## config.mk

```make
export PLATFORM = sky130hd
export DESIGN_NAME = alu_sequencer
export DESIGN_NICKNAME = d
export VERILOG_FILES = /design/src/rtl/alu_sequencer.sv
export SDC_FILE = /design/constraint.sdc
export NUM_CORES = 1
export LEC_CHECK = 0
export BUFFER_PORTS_ARGS = -buffer_cell sky130_fd_sc_hd__buf_2
export CAP_MARGIN = 20
export CORE_MARGIN = 2
export CORE_UTILIZATION = 45
export DETAILED_ROUTE_END_ITERATION = 10
export GPL_ROUTABILITY_DRIVEN = 0
export PLACE_DENSITY = 0.75
export SYNTH_ARGS = -nofsm -noshare
export SYNTH_HDL_FRONTEND = slang
export SYNTH_SLANG_ARGS = --single-unit
```

## constraint.sdc

```tcl
create_clock -name clk -period 4.88 [get_ports clk]
set_input_delay 0.976 -clock clk [delete_from_list [all_inputs] [get_ports clk]]
set_output_delay 0.976 -clock clk [all_outputs]
set_load 0.03 [all_outputs]
```

## src/rtl/alu_sequencer.sv

```systemverilog
// Issuing side of the ALU interface: decodes one instruction at a time, drives the ALU for
// exactly one cycle, and writes the returned result and flags into a small register file.
module alu_sequencer #(
    parameter int DATA_W = 8,
    parameter int NREG   = 4
) (
    input  logic              clk,
    input  logic              rst,
    input  logic              in_valid,
    output logic              in_ready,
    input  logic [15:0]       instr,
    output logic [DATA_W-1:0] alu_a,
    output logic [DATA_W-1:0] alu_b,
    output logic [3:0]        alu_opcode,
    output logic              alu_enable,
    input  logic [DATA_W-1:0] alu_op,
    input  logic              alu_carry,
    input  logic              alu_zero,
    output logic              done,
    output logic              done_err,
    output logic [DATA_W-1:0] result,
    output logic [1:0]        result_rd,
    output logic              carry_flag,
    output logic              zero_flag,
    input  logic [1:0]        rd_sel,
    output logic [DATA_W-1:0] rd_data
);

    typedef enum logic [1:0] {
        IDLE    = 2'd0,
        ISSUE   = 2'd1,
        CAPTURE = 2'd2,
        RESP    = 2'd3
    } state_t;

    localparam logic [3:0] OP_LDI = 4'h0;
    localparam logic [3:0] OP_ADD = 4'h1;
    localparam logic [3:0] OP_SUB = 4'h2;
    localparam logic [3:0] OP_DIV = 4'h3;
    localparam logic [3:0] OP_ILL = 4'h6;

    state_t state;
    state_t state_nxt;

    logic [DATA_W-1:0] rf [NREG];

    logic [3:0]        op_in;
    logic [1:0]        rd_in;
    logic [1:0]        ra_in;
    logic [1:0]        rb_in;
    logic              is_ldi_in;
    logic              illegal_in;
    logic              accept;

    logic [1:0]        rd_p0;
    logic [DATA_W-1:0] imm_p0;
    logic              is_ldi_p0;
    logic              err_p0;
    logic [DATA_W-1:0] cap_data;

    assign op_in      = instr[15:12];
    assign rd_in      = instr[11:10];
    assign ra_in      = instr[9:8];
    assign rb_in      = instr[7:6];
    assign is_ldi_in  = (op_in == OP_LDI);
    // Divide-by-zero is caught here so the ALU is never asked to divide by zero.
    assign illegal_in = (op_in == OP_ILL) || ((op_in == OP_DIV) && (rf[rb_in] == '0));
    assign accept     = (state == IDLE) && in_valid;
    assign cap_data   = is_ldi_p0 ? imm_p0 : alu_op;
    assign rd_data    = rf[rd_sel];

    always_ff @(posedge clk or posedge rst) begin
        if (rst) begin
            state <= IDLE;
        end else begin
            state <= state_nxt;
        end
    end

    always_comb begin
        state_nxt  = state;
        in_ready   = 1'b0;
        alu_enable = 1'b0;
        done       = 1'b0;
        done_err   = 1'b0;
        case (state)
            IDLE: begin
                in_ready = !rst;
                if (in_valid) begin
                    if (is_ldi_in) begin
                        state_nxt = CAPTURE;
                    end else if (illegal_in) begin
                        state_nxt = RESP;
                    end else begin
                        state_nxt = ISSUE;
                    end
                end
            end
            ISSUE: begin
                alu_enable = 1'b1;
                state_nxt  = CAPTURE;
            end
            CAPTURE: begin
                state_nxt = RESP;
            end
            RESP: begin
                done      = 1'b1;
                done_err  = err_p0;
                state_nxt = IDLE;
            end
            default: begin
                state_nxt = IDLE;
            end
        endcase
    end

    // Accept stage: operands are latched here, so rd may safely alias ra/rb.
    always_ff @(posedge clk or posedge rst) begin
        if (rst) begin
            alu_a      <= '0;
            alu_b      <= '0;
            alu_opcode <= '0;
            rd_p0      <= '0;
            imm_p0     <= '0;
            is_ldi_p0  <= 1'b0;
            err_p0     <= 1'b0;
        end else if (accept) begin
            rd_p0     <= rd_in;
            imm_p0    <= DATA_W'(instr[7:0]);
            is_ldi_p0 <= is_ldi_in;
            err_p0    <= illegal_in;
            if (!is_ldi_in && !illegal_in) begin
                alu_a      <= rf[ra_in];
                alu_b      <= rf[rb_in];
                alu_opcode <= op_in;
            end
        end
    end

    // Capture stage: write-back of result and architectural flags.
    always_ff @(posedge clk or posedge rst) begin
        if (rst) begin
            for (int i = 0; i < NREG; i++) begin
                rf[i] <= '0;
            end
            result     <= '0;
            result_rd  <= '0;
            carry_flag <= 1'b0;
            zero_flag  <= 1'b0;
        end else if (state == CAPTURE) begin
            rf[rd_p0] <= cap_data;
            result    <= cap_data;
            result_rd <= rd_p0;
            if (!is_ldi_p0) begin
                zero_flag <= alu_zero;
                if ((alu_opcode == OP_ADD) || (alu_opcode == OP_SUB)) begin
                    carry_flag <= alu_carry;
                end
            end
        end
    end

endmodule
```

* Word-level counts from Yosys, hierarchy flattened *
Cells that the tools add are included.

storage, ports and cells
  register bits after elaboration = 78
  input port bits = 31
  output and inout port bits = 44
  word-level logic and storage cells = 70

operators by class
  order comparisons = 5
  eq/ne operators = 8
  mux-type cells = 21
  bitwise gates (word level) = 5
  reductions and logical operators = 15

operator list
  kind                number
  $mux 8              8
  $bmux 8 s2          3
  $bwmux 32           1
  $demux 8 s2         1
  $ge 3x3->1 const B  4
  $not 2->3           4
  $eq 4x2->1 const B  2
  $logic_not 8->1     1
  $pmux 2 s4          1
  $mux 2              3
  $eq 2x2->1 const B  2
  $eq 4x1->1 const B  1
  $eq 4x3->1 const B  1
  $logic_and 1x1->1   4
  $logic_not 4->1     1
  $mux 1              4
  $reduce_and 2->1    2
  $logic_not 1->1     3
  $lt 3x1->1 const B  1
  $reduce_and 3->1    1
  $eq 2x1->1 const B  1
  $logic_not 2->1     1
  $logic_or 1x1->1    2
  $ne 2x2->1 const B  1
  $not 1->1           1

* Logic depth before layout (Yosys ltp) *
  word-level depth = 11
  mapped depth = 8
  mapped depth without buffers = 6

* Worst setup path before layout *
No wires, ideal clock.

  path type = input -> output
  start = input rd_sel[0]
  end = output rd_data[0]
  data arrival time = 2.067 ns
  data required time = 3.904 ns
  path slack = 1.837 ns
  stages on the path = 2
  path buffers = 1
  cell sequence = clkbuf_1 > mux4_2

between the ends
  cells in the longest elaborated chain, start to end = 4

ends and longest elaborated chain
  what                                        line  text
  start: declaration                          25    input logic [1:0] rd_sel,
  $not 2->3 (not written as such)             70    assign rd_data = rf[rd_sel];
  $bmux 8 s2                                  70
  $mux 8 (not written as such) (2 in series)  70
  end: declaration                            26    output logic [DATA_W-1:0] rd_data

Every way passes these cells. The select of a mux whose other input is x is not followed.

* Final worst setup path *
  start = input rd_sel[0]
  end = output rd_data[6]

Same word-level chain as after synthesis.

==> results.yml <==
detailed_routing:
  routed_wl_um: 8800
  detail_route.wl_per_cell_um: 16.2
  dr_total_vias: 2994
  firstDrtPassIters: 4
  postRouteAntennaNets: 0
  drt_iter0_drc: 155
  drc: 0
  vias_per_cell: 5.50
placed_design:
  place_inst: 528
  io_buffer_count: 74
  dp.final_hpwl_um: 6540
  place_area_mm2: 0.00438
  dp_slack_ns: 1.59
clocking:
  cts_tree: "yes"
  post-cts-setup-buffers: 0
  cts_resized: 0
  cts_max_level: 3
  path_clk_slew_ns: 0.08
  clock_sinks: 78
  cts_made_buffers: 9
  clockBufferDepth: 2
  holdBufCountCts: 0
  cts_root_buffer: "clkbuf_8"
  clock_latency_ns: 0.35
cells_and_area:
  drive_gt1_share_pct: 28.4
  fin_area_mm2: 0.00458
  fin_cells: 544
  n_antenna_cell: 0
  num-fill-cells: 777
  multi_input_comb_area_mm2: 0.00186
  final_util_pct: 53.0
  fin_nets: 467
  area_growth_pct: 15.7
  seq_area_mm2: 0.00195
sta:
  relSlewSlack_pct: 37.1
  setup_viol: 0
  worstMarginPinSlew_ns: 0.942
  slew_violations: 0
  worst_clock_skew_ns: 0.0131
  fin_crit_sh_pct: 61.3
  setup-tns-final_ns: 0
  fin_crit_ns: 2.99
  fmax_mhz: 334
  rsz0062_at_grt: "no"
  fin_ws_ns: 1.89
  hold_violations: 0
logic_synthesis:
  yosysSeqAreaShare_pct: 49.3
  syn_avg_cell_area_um2: 10.8
  synth-edff-count: 0
  async_flop_share_pct: 100
  ys_ff_latch: 78
  syn_inst: 367
  synth_nets: 403
  ys_types: 34
  synth-main-ff-cell: "dfrtp_1"
  yosysWarnings: 0
  netlist_area_mm2: 0.00396
power_and_ir_drop:
  power.density_mw_per_mm2: 713
  power.leakage_uw: 0.00205
  peakVddDrop_mv: 0.333
global_route:
  grt_usage_pct: 19.3
  grt_max_degree: 47
  grt_first_pass_wirelength_um: 14800
  grt_pass1_vias: 2864
  overflow: 0
  grt_antenna_before_repair: 0
worst_setup_path:
  crit_required_ns: 3.90
  cp_max_fo: 8
  cp_slowest_cell: "mux4_2"
  crit_path_end_kind: "output pin"
  critPathKind: "in -> out"
  crit_path_start_kind: "input port"
  cpMostUsedCell: "buf_2"
  cp_cell_sequence: "buf_2, mux4_2, buf_2"
  worstPathArrival_ns: 2.01
  path_buf_inv: 2
  path_delay_family: "multiplexers"
  slowest_delay_ns: 0.58
run_status:
  status: "completed"
die:
  die_x_um: 97.8
  die_h_um: 97.8
  io_pins: 75
  start_util_pct: 45.8
  fp.coreArea_mm2: 0.00864
  rows: 34
  die_area_mm2: 0.00956
worst_hold_path:
  worstHoldPathType: "reg -> reg"
flow_run:
  drv_cap: 0
==> cell usage after synthesis (all sizes together) (2+ instances only) <==
cell	count	area share, %
nor4	2	1.1
nor2	22	2.1
mux2i	16	4.0
mux2	4	1.1
nor4b	10	2.2
o21ai	44	5.6
dfrtp	78	49
nand3	7	1.0
nand4	2	0.32
nand3b	2	0.38
a31oi	2	0.32
a32oi	10	2.2
nand2	73	6.9
ha	5	1.6
mux4	24	14
and2	2	0.32
a21oi	19	2.4
inv	11	1.0
buf	8	1.1
nor2b	3	0.47
clkbuf	16	1.5
==> path summary, 6_finish.rpt <==
check	start	endpoint	slack, ns	depth (start not counted)
max in group asynchronous	rst	rf[4]	3.06	3
worst min-delay path	imm_p0[5]	imm_p0[5]	0.48	2
min in group asynchronous	rst	imm_p0[5]	0.85	2
worst max-delay path	rd_sel[0]	rd_data[6]	1.89	3
worst min register to register	imm_p0[5]	imm_p0[5]	0.48	2
worst max register to register	rf[15]	state[1]	2.47	4
==> through the flow <==
stage	total power, uW	hold WS (ns)
after global placement	2730	0.457
final	3270	0.483
after CTS	3290	0.490
after floorplan	2360	0.445
after detailed placement	2800	0.471
after global routing	3490	0.522
==> logic make-up (layout without fill, tap and decap cells) <==
group / count (synthesis) / in the layout / share of synthesized area [%]
mux: 44 / 44 / 18.8
buf+inv: 35 / 104 / 3.70
xor+xnor: 2 / 2 / 0.443
fa+ha+maj: 5 / 5 / 1.58
simple gates: 126 / 126 / 15.3
compound gates: 77 / 77 / 10.9
flops: 78 / 78 / 49.3
==> state kept, by name, summed over array words and instances (netlist names) <==
name	flops
alu_a	8
alu_b	8
alu_opcode	4
carry_flag	1
err_p0	1
imm_p0	8
is_ldi_p0	1
rd_p0	2
result	8
result_rd	2
rf	32
state	2
zero_flag	1
==> worst reg2reg max path, stage by stage, from the launching register on <==
cell and delay, ns:
dfrtp_1 0.42, mux4_2 0.52, nor4_4 0.71, nand3_2 0.39
a31oi_1 0.30
==> per-layer routing <==
metal  GRT usage (%)  part of all wire [%]  up-vias
li1                -                     -     1448
met1            28.0                    46     1448
met2            30.0                    48       90
met3            2.93                   5.0        8
met4            6.52                   1.1        0
met5               0                     0        -
==> power breakdown <==
part,total (uW),switching (uW),internal (uW)
Combinational,1520,943,577
Sequential,1260,289,972
Clock,486,235,252
Total,3270,1470,1800
==> cell usage in the layout, fill, tap and decap left out, types with 2 or more instances in the layout <==
| cell | netlist | final |
|---|---|---|
| dfrtp_1 | 78 | 78 |
| buf_2 | 3 | 74 |
| nand2_1 | 73 | 73 |
| o21ai_0 | 26 | 26 |
| mux4_2 | 24 | 24 |
| nor2_1 | 22 | 22 |
| a21oi_1 | 19 | 19 |
| o21ai_1 | 18 | 18 |
| mux2i_1 | 16 | 16 |
| nor4b_1 | 10 | 10 |
| a32oi_1 | 10 | 10 |
| inv_1 | 11 | 10 |
| clkbuf_8 | 0 | 10 |
| nand3_1 | 6 | 6 |
| ha_1 | 5 | 5 |
| mux2_2 | 4 | 4 |
| nor2b_1 | 3 | 3 |
| buf_4 | 1 | 3 |
| nor4_4 | 2 | 2 |
| nand4_1 | 2 | 2 |
| nand3b_1 | 2 | 2 |
| a31oi_1 | 2 | 2 |
| clkinv_2 | 0 | 2 |
==> area by class of cell <==
type	instances	area share, %
clock buffers	11	3.09
flip-flops and latches	78	42.6
well taps	108	2.95
multi-input cells	254	40.6
inverters	11	0.901
clock inverters	5	1.26
repair buffers	77	8.58
No activity file was read; power rests on OpenSTA's default activity.
